===== config.mk =====
export PLATFORM = sky130hd
export DESIGN_NAME = spi_master_drive_flat
export DESIGN_NICKNAME = d
export VERILOG_FILES = /design/src/rtl/spi_master_drive_pkg.sv /design/src/rtl/spi_master_drive_if.sv /design/src/rtl/spi_master_drive_sclk_gen.sv /design/src/rtl/spi_master_drive.sv /design/src/flat_wrapper.sv
export SDC_FILE = /design/constraint.sdc
export NUM_CORES = 1
export LEC_CHECK = 0
export CORE_MARGIN = 1
export CORE_UTILIZATION = 28
export DETAILED_ROUTE_END_ITERATION = 10
export GPL_TIMING_DRIVEN = 0
export PLACE_DENSITY = 0.47
export SLEW_MARGIN = 20
export SYNTH_ARGS = -nofsm -noshare
export SYNTH_HDL_FRONTEND = slang
export SYNTH_SLANG_ARGS = --single-unit

===== constraint.sdc =====
create_clock -name sys_clk -period 2.9 [get_ports sys_clk]
set_clock_uncertainty 0.05 [all_clocks]
set_input_delay 0.58 -clock sys_clk [delete_from_list [all_inputs] [get_ports sys_clk]]
set_output_delay 0.58 -clock sys_clk [all_outputs]
set_load 0.02 [all_outputs]

===== src/rtl/spi_master_drive_pkg.sv =====
// Shared SPI/FLASH definitions: engine state encoding, bus mode and FLASH opcodes.
// Imported by the byte engine and by the FLASH command/read controllers above it.
package spi_master_drive_pkg;

  typedef enum logic [2:0] {
    ST_IDLE  = 3'd0,
    ST_SETUP = 3'd1,
    ST_SHIFT = 3'd2,
    ST_LOAD  = 3'd3,
    ST_HOLD  = 3'd4
  } spi_state_e;

  // {CPOL, CPHA}
  localparam logic [1:0] SPI_MODE0 = 2'b00;

  localparam logic [7:0] FLASH_READ      = 8'h03;
  localparam logic [7:0] FLASH_FAST_READ = 8'h0B;
  localparam logic [7:0] FLASH_WREN      = 8'h06;
  localparam logic [7:0] FLASH_WRDI      = 8'h04;
  localparam logic [7:0] FLASH_RDSR      = 8'h05;
  localparam logic [7:0] FLASH_PP        = 8'h02;
  localparam logic [7:0] FLASH_SE        = 8'hD8;
  localparam logic [7:0] FLASH_BE        = 8'hC7;
  localparam logic [7:0] FLASH_RDID      = 8'h9F;

endpackage


===== src/rtl/spi_master_drive_if.sv =====
// Byte-level request/response bus between a FLASH controller (master) and the SPI engine (slave).
interface spi_master_drive_if;

  logic       spi_start;
  logic       spi_end;
  logic [7:0] data_send;
  logic [7:0] data_rec;
  logic       send_done;
  logic       rec_done;
  logic       busy;

  modport master (
    output spi_start, spi_end, data_send,
    input  data_rec, send_done, rec_done, busy
  );

  modport slave (
    input  spi_start, spi_end, data_send,
    output data_rec, send_done, rec_done, busy
  );

endinterface


===== src/rtl/spi_master_drive_sclk_gen.sv =====
// SCLK divider: counts CLK_DIV cycles per phase while running, toggles SCLK only when shifting.
// Strobes are combinational and mark the sys_clk edge on which SCLK changes.
module spi_master_drive_sclk_gen #(
  parameter int CLK_DIV = 2
) (
  input  logic sys_clk,
  input  logic sys_rst_n,
  input  logic i_run,
  input  logic i_toggle,
  output logic o_sclk,
  output logic o_tick,
  output logic o_rise,
  output logic o_fall
);

  localparam int DIV_W = $clog2(CLK_DIV + 1);
  localparam logic [DIV_W-1:0] DIV_LAST = DIV_W'(CLK_DIV - 1);

  logic [DIV_W-1:0] r_div_cnt;
  logic             r_sclk;
  logic             w_tick;

  assign w_tick = i_run && (r_div_cnt == DIV_LAST);
  assign o_tick = w_tick;
  assign o_rise = w_tick && i_toggle && !r_sclk;
  assign o_fall = w_tick && i_toggle && r_sclk;
  assign o_sclk = r_sclk;

  // Counter parks at zero outside SETUP/SHIFT/HOLD so every phase starts a full period.
  always_ff @(posedge sys_clk or negedge sys_rst_n) begin
    if (!sys_rst_n) begin
      r_div_cnt <= '0;
      r_sclk    <= 1'b0;
    end else begin
      if (!i_run || w_tick) begin
        r_div_cnt <= '0;
      end else begin
        r_div_cnt <= r_div_cnt + 1'b1;
      end
      if (!i_toggle) begin
        r_sclk <= 1'b0;
      end else if (w_tick) begin
        r_sclk <= !r_sclk;
      end
    end
  end

endmodule


===== src/rtl/spi_master_drive.sv =====
// SPI mode-0 master byte engine for serial FLASH: streams MSB-first bytes between start and end pulses.
// One send_done/rec_done strobe per byte; a one-cycle LOAD slot fetches the next byte without SCLK gaps.
module spi_master_drive
  import spi_master_drive_pkg::*;
#(
  parameter int CLK_DIV = 2
) (
  input  logic              sys_clk,
  input  logic              sys_rst_n,
  spi_master_drive_if.slave bus,
  output logic              o_spi_cs_n,
  output logic              o_spi_sclk,
  output logic              o_spi_mosi,
  input  logic              i_spi_miso
);

  spi_state_e r_state;
  logic [7:0] r_tx_sr;
  logic [7:0] r_rx_sr;
  logic [2:0] r_bit_cnt;
  logic       r_end_pend;
  logic       r_cs_n;
  logic       r_mosi;
  logic [7:0] r_data_rec;
  logic       r_send_done;
  logic       r_rec_done;
  logic       r_busy;

  logic w_run;
  logic w_toggle;
  logic w_tick;
  logic w_rise;
  logic w_fall;
  logic w_sclk;

  assign w_run    = (r_state == ST_SETUP) || (r_state == ST_SHIFT) || (r_state == ST_HOLD);
  assign w_toggle = (r_state == ST_SHIFT);

  spi_master_drive_sclk_gen #(
    .CLK_DIV (CLK_DIV)
  ) u_sclk_gen (
    .sys_clk   (sys_clk),
    .sys_rst_n (sys_rst_n),
    .i_run     (w_run),
    .i_toggle  (w_toggle),
    .o_sclk    (w_sclk),
    .o_tick    (w_tick),
    .o_rise    (w_rise),
    .o_fall    (w_fall)
  );

  always_ff @(posedge sys_clk or negedge sys_rst_n) begin
    if (!sys_rst_n) begin
      r_state     <= ST_IDLE;
      r_tx_sr     <= '0;
      r_rx_sr     <= '0;
      r_bit_cnt   <= '0;
      r_end_pend  <= 1'b0;
      r_cs_n      <= 1'b1;
      r_mosi      <= 1'b0;
      r_data_rec  <= '0;
      r_send_done <= 1'b0;
      r_rec_done  <= 1'b0;
      r_busy      <= 1'b0;
    end else begin
      r_send_done <= 1'b0;
      r_rec_done  <= 1'b0;
      case (r_state)
        ST_IDLE: begin
          if (bus.spi_start) begin
            r_state    <= ST_SETUP;
            r_cs_n     <= 1'b0;
            r_tx_sr    <= bus.data_send;
            r_mosi     <= bus.data_send[7];
            r_bit_cnt  <= '0;
            r_end_pend <= 1'b0;
            r_busy     <= 1'b1;
          end
        end
        ST_SETUP: begin
          if (bus.spi_end) r_end_pend <= 1'b1;
          if (w_tick) r_state <= ST_SHIFT;
        end
        ST_SHIFT: begin
          if (bus.spi_end) r_end_pend <= 1'b1;
          if (w_rise) r_rx_sr <= {r_rx_sr[6:0], i_spi_miso};
          if (w_fall) begin
            r_bit_cnt <= r_bit_cnt + 3'd1;
            // Last fall closes the byte; MOSI keeps bit 0 until LOAD decides what follows.
            if (r_bit_cnt == 3'd7) begin
              r_data_rec  <= r_rx_sr;
              r_send_done <= 1'b1;
              r_rec_done  <= 1'b1;
              r_state     <= ST_LOAD;
            end else begin
              r_mosi  <= r_tx_sr[6];
              r_tx_sr <= {r_tx_sr[6:0], 1'b0};
            end
          end
        end
        ST_LOAD: begin
          if (bus.spi_end || r_end_pend) begin
            r_state <= ST_HOLD;
          end else begin
            r_tx_sr <= bus.data_send;
            r_mosi  <= bus.data_send[7];
            r_state <= ST_SHIFT;
          end
        end
        ST_HOLD: begin
          if (w_tick) begin
            r_cs_n  <= 1'b1;
            r_busy  <= 1'b0;
            r_state <= ST_IDLE;
          end
        end
        default: begin
          r_state <= ST_IDLE;
          r_cs_n  <= 1'b1;
          r_busy  <= 1'b0;
        end
      endcase
    end
  end

  assign bus.data_rec  = r_data_rec;
  assign bus.send_done = r_send_done;
  assign bus.rec_done  = r_rec_done;
  assign bus.busy      = r_busy;
  assign o_spi_cs_n    = r_cs_n;
  assign o_spi_sclk    = w_sclk;
  assign o_spi_mosi    = r_mosi;

endmodule


===== src/flat_wrapper.sv =====
// flat-port wrapper written by rule: the top's interface ports become plain ports
module spi_master_drive_flat import spi_master_drive_pkg::*;
#(
  parameter int CLK_DIV = 2
)
  (sys_clk, sys_rst_n, o_spi_cs_n, o_spi_sclk, o_spi_mosi, i_spi_miso, bus_spi_start, bus_spi_end, bus_data_send, bus_data_rec, bus_send_done, bus_rec_done, bus_busy);
  spi_master_drive_if bus_i ();
  input  logic sys_clk;
  input  logic sys_rst_n;
  output logic o_spi_cs_n;
  output logic o_spi_sclk;
  output logic o_spi_mosi;
  input  logic i_spi_miso;
  input wire logic [$bits(bus_i.spi_start)-1:0] bus_spi_start;
  input wire logic [$bits(bus_i.spi_end)-1:0] bus_spi_end;
  input wire logic [$bits(bus_i.data_send)-1:0] bus_data_send;
  output wire logic [$bits(bus_i.data_rec)-1:0] bus_data_rec;
  output wire logic [$bits(bus_i.send_done)-1:0] bus_send_done;
  output wire logic [$bits(bus_i.rec_done)-1:0] bus_rec_done;
  output wire logic [$bits(bus_i.busy)-1:0] bus_busy;
  assign bus_i.spi_start = bus_spi_start;
  assign bus_i.spi_end = bus_spi_end;
  assign bus_i.data_send = bus_data_send;
  assign bus_data_rec = bus_i.data_rec;
  assign bus_send_done = bus_i.send_done;
  assign bus_rec_done = bus_i.rec_done;
  assign bus_busy = bus_i.busy;
  spi_master_drive #(.CLK_DIV(CLK_DIV)) u_core (.sys_clk(sys_clk), .sys_rst_n(sys_rst_n), .bus(bus_i), .o_spi_cs_n(o_spi_cs_n), .o_spi_sclk(o_spi_sclk), .o_spi_mosi(o_spi_mosi), .i_spi_miso(i_spi_miso));
endmodule

==> impl_metrics.ini, run 1 <==
[timing]
finalSetupViolations = 0
whs_ns = 0.219
worst_slack_ns = 0.754
fin_tns_setup_ns = 0
fmax_mhz = 466
rsz0062_at_grt = false
worst_pin_slew_ns = 0.519
post-route-min-period_ns = 2.15
finalCritPeriodShare_pct = 74.0
hold_viol = 0
relSlewSlack_pct = 65.4
drv_slew = 0

[cts]
clock-sinks = 37
cts_tree = yes
ctsHoldBuffers = 0
clk_path_buf_depth = 2
path_clk_slew_ns = 0.07
htree_levels = 2
cts_setup_buffers = 0
root_buffer = clkbuf_8
clk_latency_ns = 0.28
cts_made_buffers = 5
cts_resized = 0

[synth]
synth_area_leaders = dfrtp_1, mux2_2, ha_1
synth_nets = 150
synth_cells = 134
yosys.cell_types.count = 33
ys_seq_area_share_pct = 54.4
avgSynthCellArea_um2 = 12.7
synth_top_area_share_pct = 52.8
synth-seq-cells = 37
syn_area_um2 = 1710
yosysTopAreaCell = dfrtp_1
yosys_warnings = 0

[final_layout]
final_nets = 184
multiInputGateArea_um2 = 701
mostFrequentLayoutCells = dfrtp_1, mux2_2, clkdlybuf4s50_1, nor2_1, inv_1
diodes = 0
regArea_um2 = 927
area_delta_synth_final_pct = 26.9
layout_commonest_cell = dfrtp_1
layout-drive-gt1-share_pct = 29.6
fillerInstances = 593

[setup_path]
path_cells = clkdlybuf4s50_1 -> nor2b_1 -> o21ai_1 -> nor3_4 -> mux2_2
critPathLaunchType = primary input
cp.required_ns = 3.01
endpoint_kind = register
cp_max_fo = 8
max_stage_delay_ns = 0.52
critPathArrivalTime_ns = 2.26
cpMaxStageDelayCell = clkdlybuf4s50_1
worstSetupPathType = primary input to register

[drt]
first_iter_violations = 66
routed_wirelength_um = 3160
drc = 0
first_pass_iters = 4
vias = 1111
drtAntennaViolNets = 0
routedWlPerCell_um = 12.9
viasPerCell = 4.55

[power_and_ir_drop]
total_leakage_power_nw = 0.995
power_density_nw_per_um2 = 828
irDropWorstVdd_v = 0.000338

[grt]
grt_use_met1_pct = 15.5
grt_pass1_vias = 1159
grt.total_usage_pct = 11.5
use_met2_pct = 17.2
met3_usage_pct = 3.20
grt_max_degree = 22
gr-max-usage-layer = met2
grt-ovfl-total = 0
antenna_found_initial = 0
grt_pass1_wl_um = 5530

[die]
core_um2 = 5890
initial_utilization_pct = 29.0
rows = 28
dieArea_um2 = 6410
die_x_um = 80.0
die-height_um = 80.0
ios = 27

[place]
io_buffers = 26
hpwl_um = 2240
globalplace.congestion = 0.692
dpl_worst_slack_ns = 0.472

[status]
status = finished clean

[hold_path]
hold_path.class = primary input to async pin

[flow_run]
cap_violations = 0
## kinds of logic after synthesis
group                    synth area share, %
adder cells (fa/ha/maj)                 2.20
multiplexers                            18.5
buffers and inverters                   4.55
AND/OR/NAND/NOR                         11.3
flip-flops                              54.4
AO/OA/AOI/OAI                           8.07
XOR/XNOR                                1.03
## flip-flops by register name, indices dropped and copies added (netlist names)
name / flops
u_core.bus.busy: 1
u_core.bus.data_rec: 8
u_core.bus.send_done: 1
u_core.o_spi_cs_n: 1
u_core.o_spi_mosi: 1
u_core.r_bit_cnt: 3
u_core.r_end_pend: 1
u_core.r_rx_sr: 8
u_core.r_state: 3
u_core.r_tx_sr: 7
u_core.u_sclk_gen.o_sclk: 1
u_core.u_sclk_gen.r_div_cnt: 2
## worst paths after layout
kind                                                           from                                        to  slack [ns]  depth (start not counted)
min in group sys_clk       u_core.u_sclk_gen.r_div_cnt[0]$_DFF_PN0_  u_core.u_sclk_gen.r_div_cnt[0]$_DFF_PN0_        0.39                          1
min reg2reg                u_core.u_sclk_gen.r_div_cnt[0]$_DFF_PN0_  u_core.u_sclk_gen.r_div_cnt[0]$_DFF_PN0_        0.39                          1
max in group asynchronous                                 sys_rst_n             u_core.r_rx_sr[4]$_DFFE_PN0P_        2.12                          2
min                                                       sys_rst_n             u_core.r_end_pend$_DFFE_PN0P_        0.22                          1
max                                                   bus_spi_start             u_core.r_tx_sr[2]$_DFFE_PN0P_        0.75                          5
max reg2reg                         u_core.r_bit_cnt[0]$_DFFE_PN0P_             u_core.r_tx_sr[2]$_DFFE_PN0P_        0.97                          6
## per-stage QoR
step | instance area, um2 | utilization [%] | total power [mW] | cells
3_3_place_gp | 2060 | 35.0 | 1.45 | 235
2_1_floorplan | 1710 | - | 1.29 | 134
4_1_cts | 2160 | 36.8 | 1.82 | 244
3_5_place_dp | 2080 | 35.4 | 1.47 | 236
5_1_grt | 2160 | 36.8 | 1.94 | 244
6_report | 2160 | 36.8 | 1.79 | 244
## Yosys cell counts
master and number:
nand2_2 1, nor3b_2 1, ha_1 3, o21ai_1 1, nand3b_1 1, nand3b_4 1, buf_6 3, inv_1 7
xnor2_1 2, nand2b_4 1, dfstp_2 1, nand2b_1 1, buf_2 2, o21ai_0 6, nand3_1 2, o32a_1 1
dfrtp_1 36, a22o_1 2, and3_1 1, nor2_1 8, o22ai_1 1, a31oi_1 3, o21bai_1 2, nor3_1 2
a21o_1 1, nand2_1 5, a21oi_1 4, o211ai_1 1, nor3_4 2, buf_4 1, or3_1 1, nor2b_1 2
mux2_2 28
## area by class of cell
| cell class | instances | share of cell area, % |
|---|---|---|
| Sequential cell | 37 | 42.8 |
| Multi-Input combinational cell | 84 | 32.4 |
| Timing Repair Buffer | 27 | 13.1 |
| Tap cell | 75 | 4.34 |
| Clock buffer | 6 | 3.35 |
| Buffer | 6 | 2.37 |
| Inverter | 7 | 1.21 |
| Clock inverter | 2 | 0.462 |
## power breakdown
part / internal (mW) / switching [mW]
logic: 0.358 / 0.336
clock network: 0.166 / 0.170
registers: 0.663 / 0.0982
total: 1.19 / 0.604
## metal layers
layer | up-vias | share of wire [%]
li1 | 534 | -
met1 | 548 | 48
met2 | 27 | 46
met3 | 2 | 5.0
met4 | 0 | 0.60
met5 | - | 0
## worst max-delay path: cells and delay by family
family                 cells  cell delay, ns
AOI/OAI and AO/OA          1            0.16
and+or+nand+nor            2            0.61
muxes                      1            0.38
buffers and inverters      1            0.52
No activity file was read; power rests on OpenSTA's default activity.
==> run 2: changes to the inputs <==
==> constraint.sdc (replaced) <==
create_clock -name sys_clk -period 2.21 [get_ports sys_clk]
set_clock_uncertainty 0.05 [all_clocks]
set_input_delay 0.442 -clock sys_clk [delete_from_list [all_inputs] [get_ports sys_clk]]
set_output_delay 0.442 -clock sys_clk [all_outputs]
set_load 0.02 [all_outputs]
==> results of run 2 <==
The final DEF is identical to that of run 1. Status: finished clean.
Main changes from that run: setup slack after placement 0.472 ns -> -0.0798 ns; setup slack after layout 0.754 ns -> 0.202 ns; hold slack 0.219 ns -> 0.0813 ns; register-to-register setup slack 0.97 ns -> 0.28 ns; total power 1.79 mW -> 2.35 mW; worst IR drop on VDD 0.000338 V -> 0.000443 V
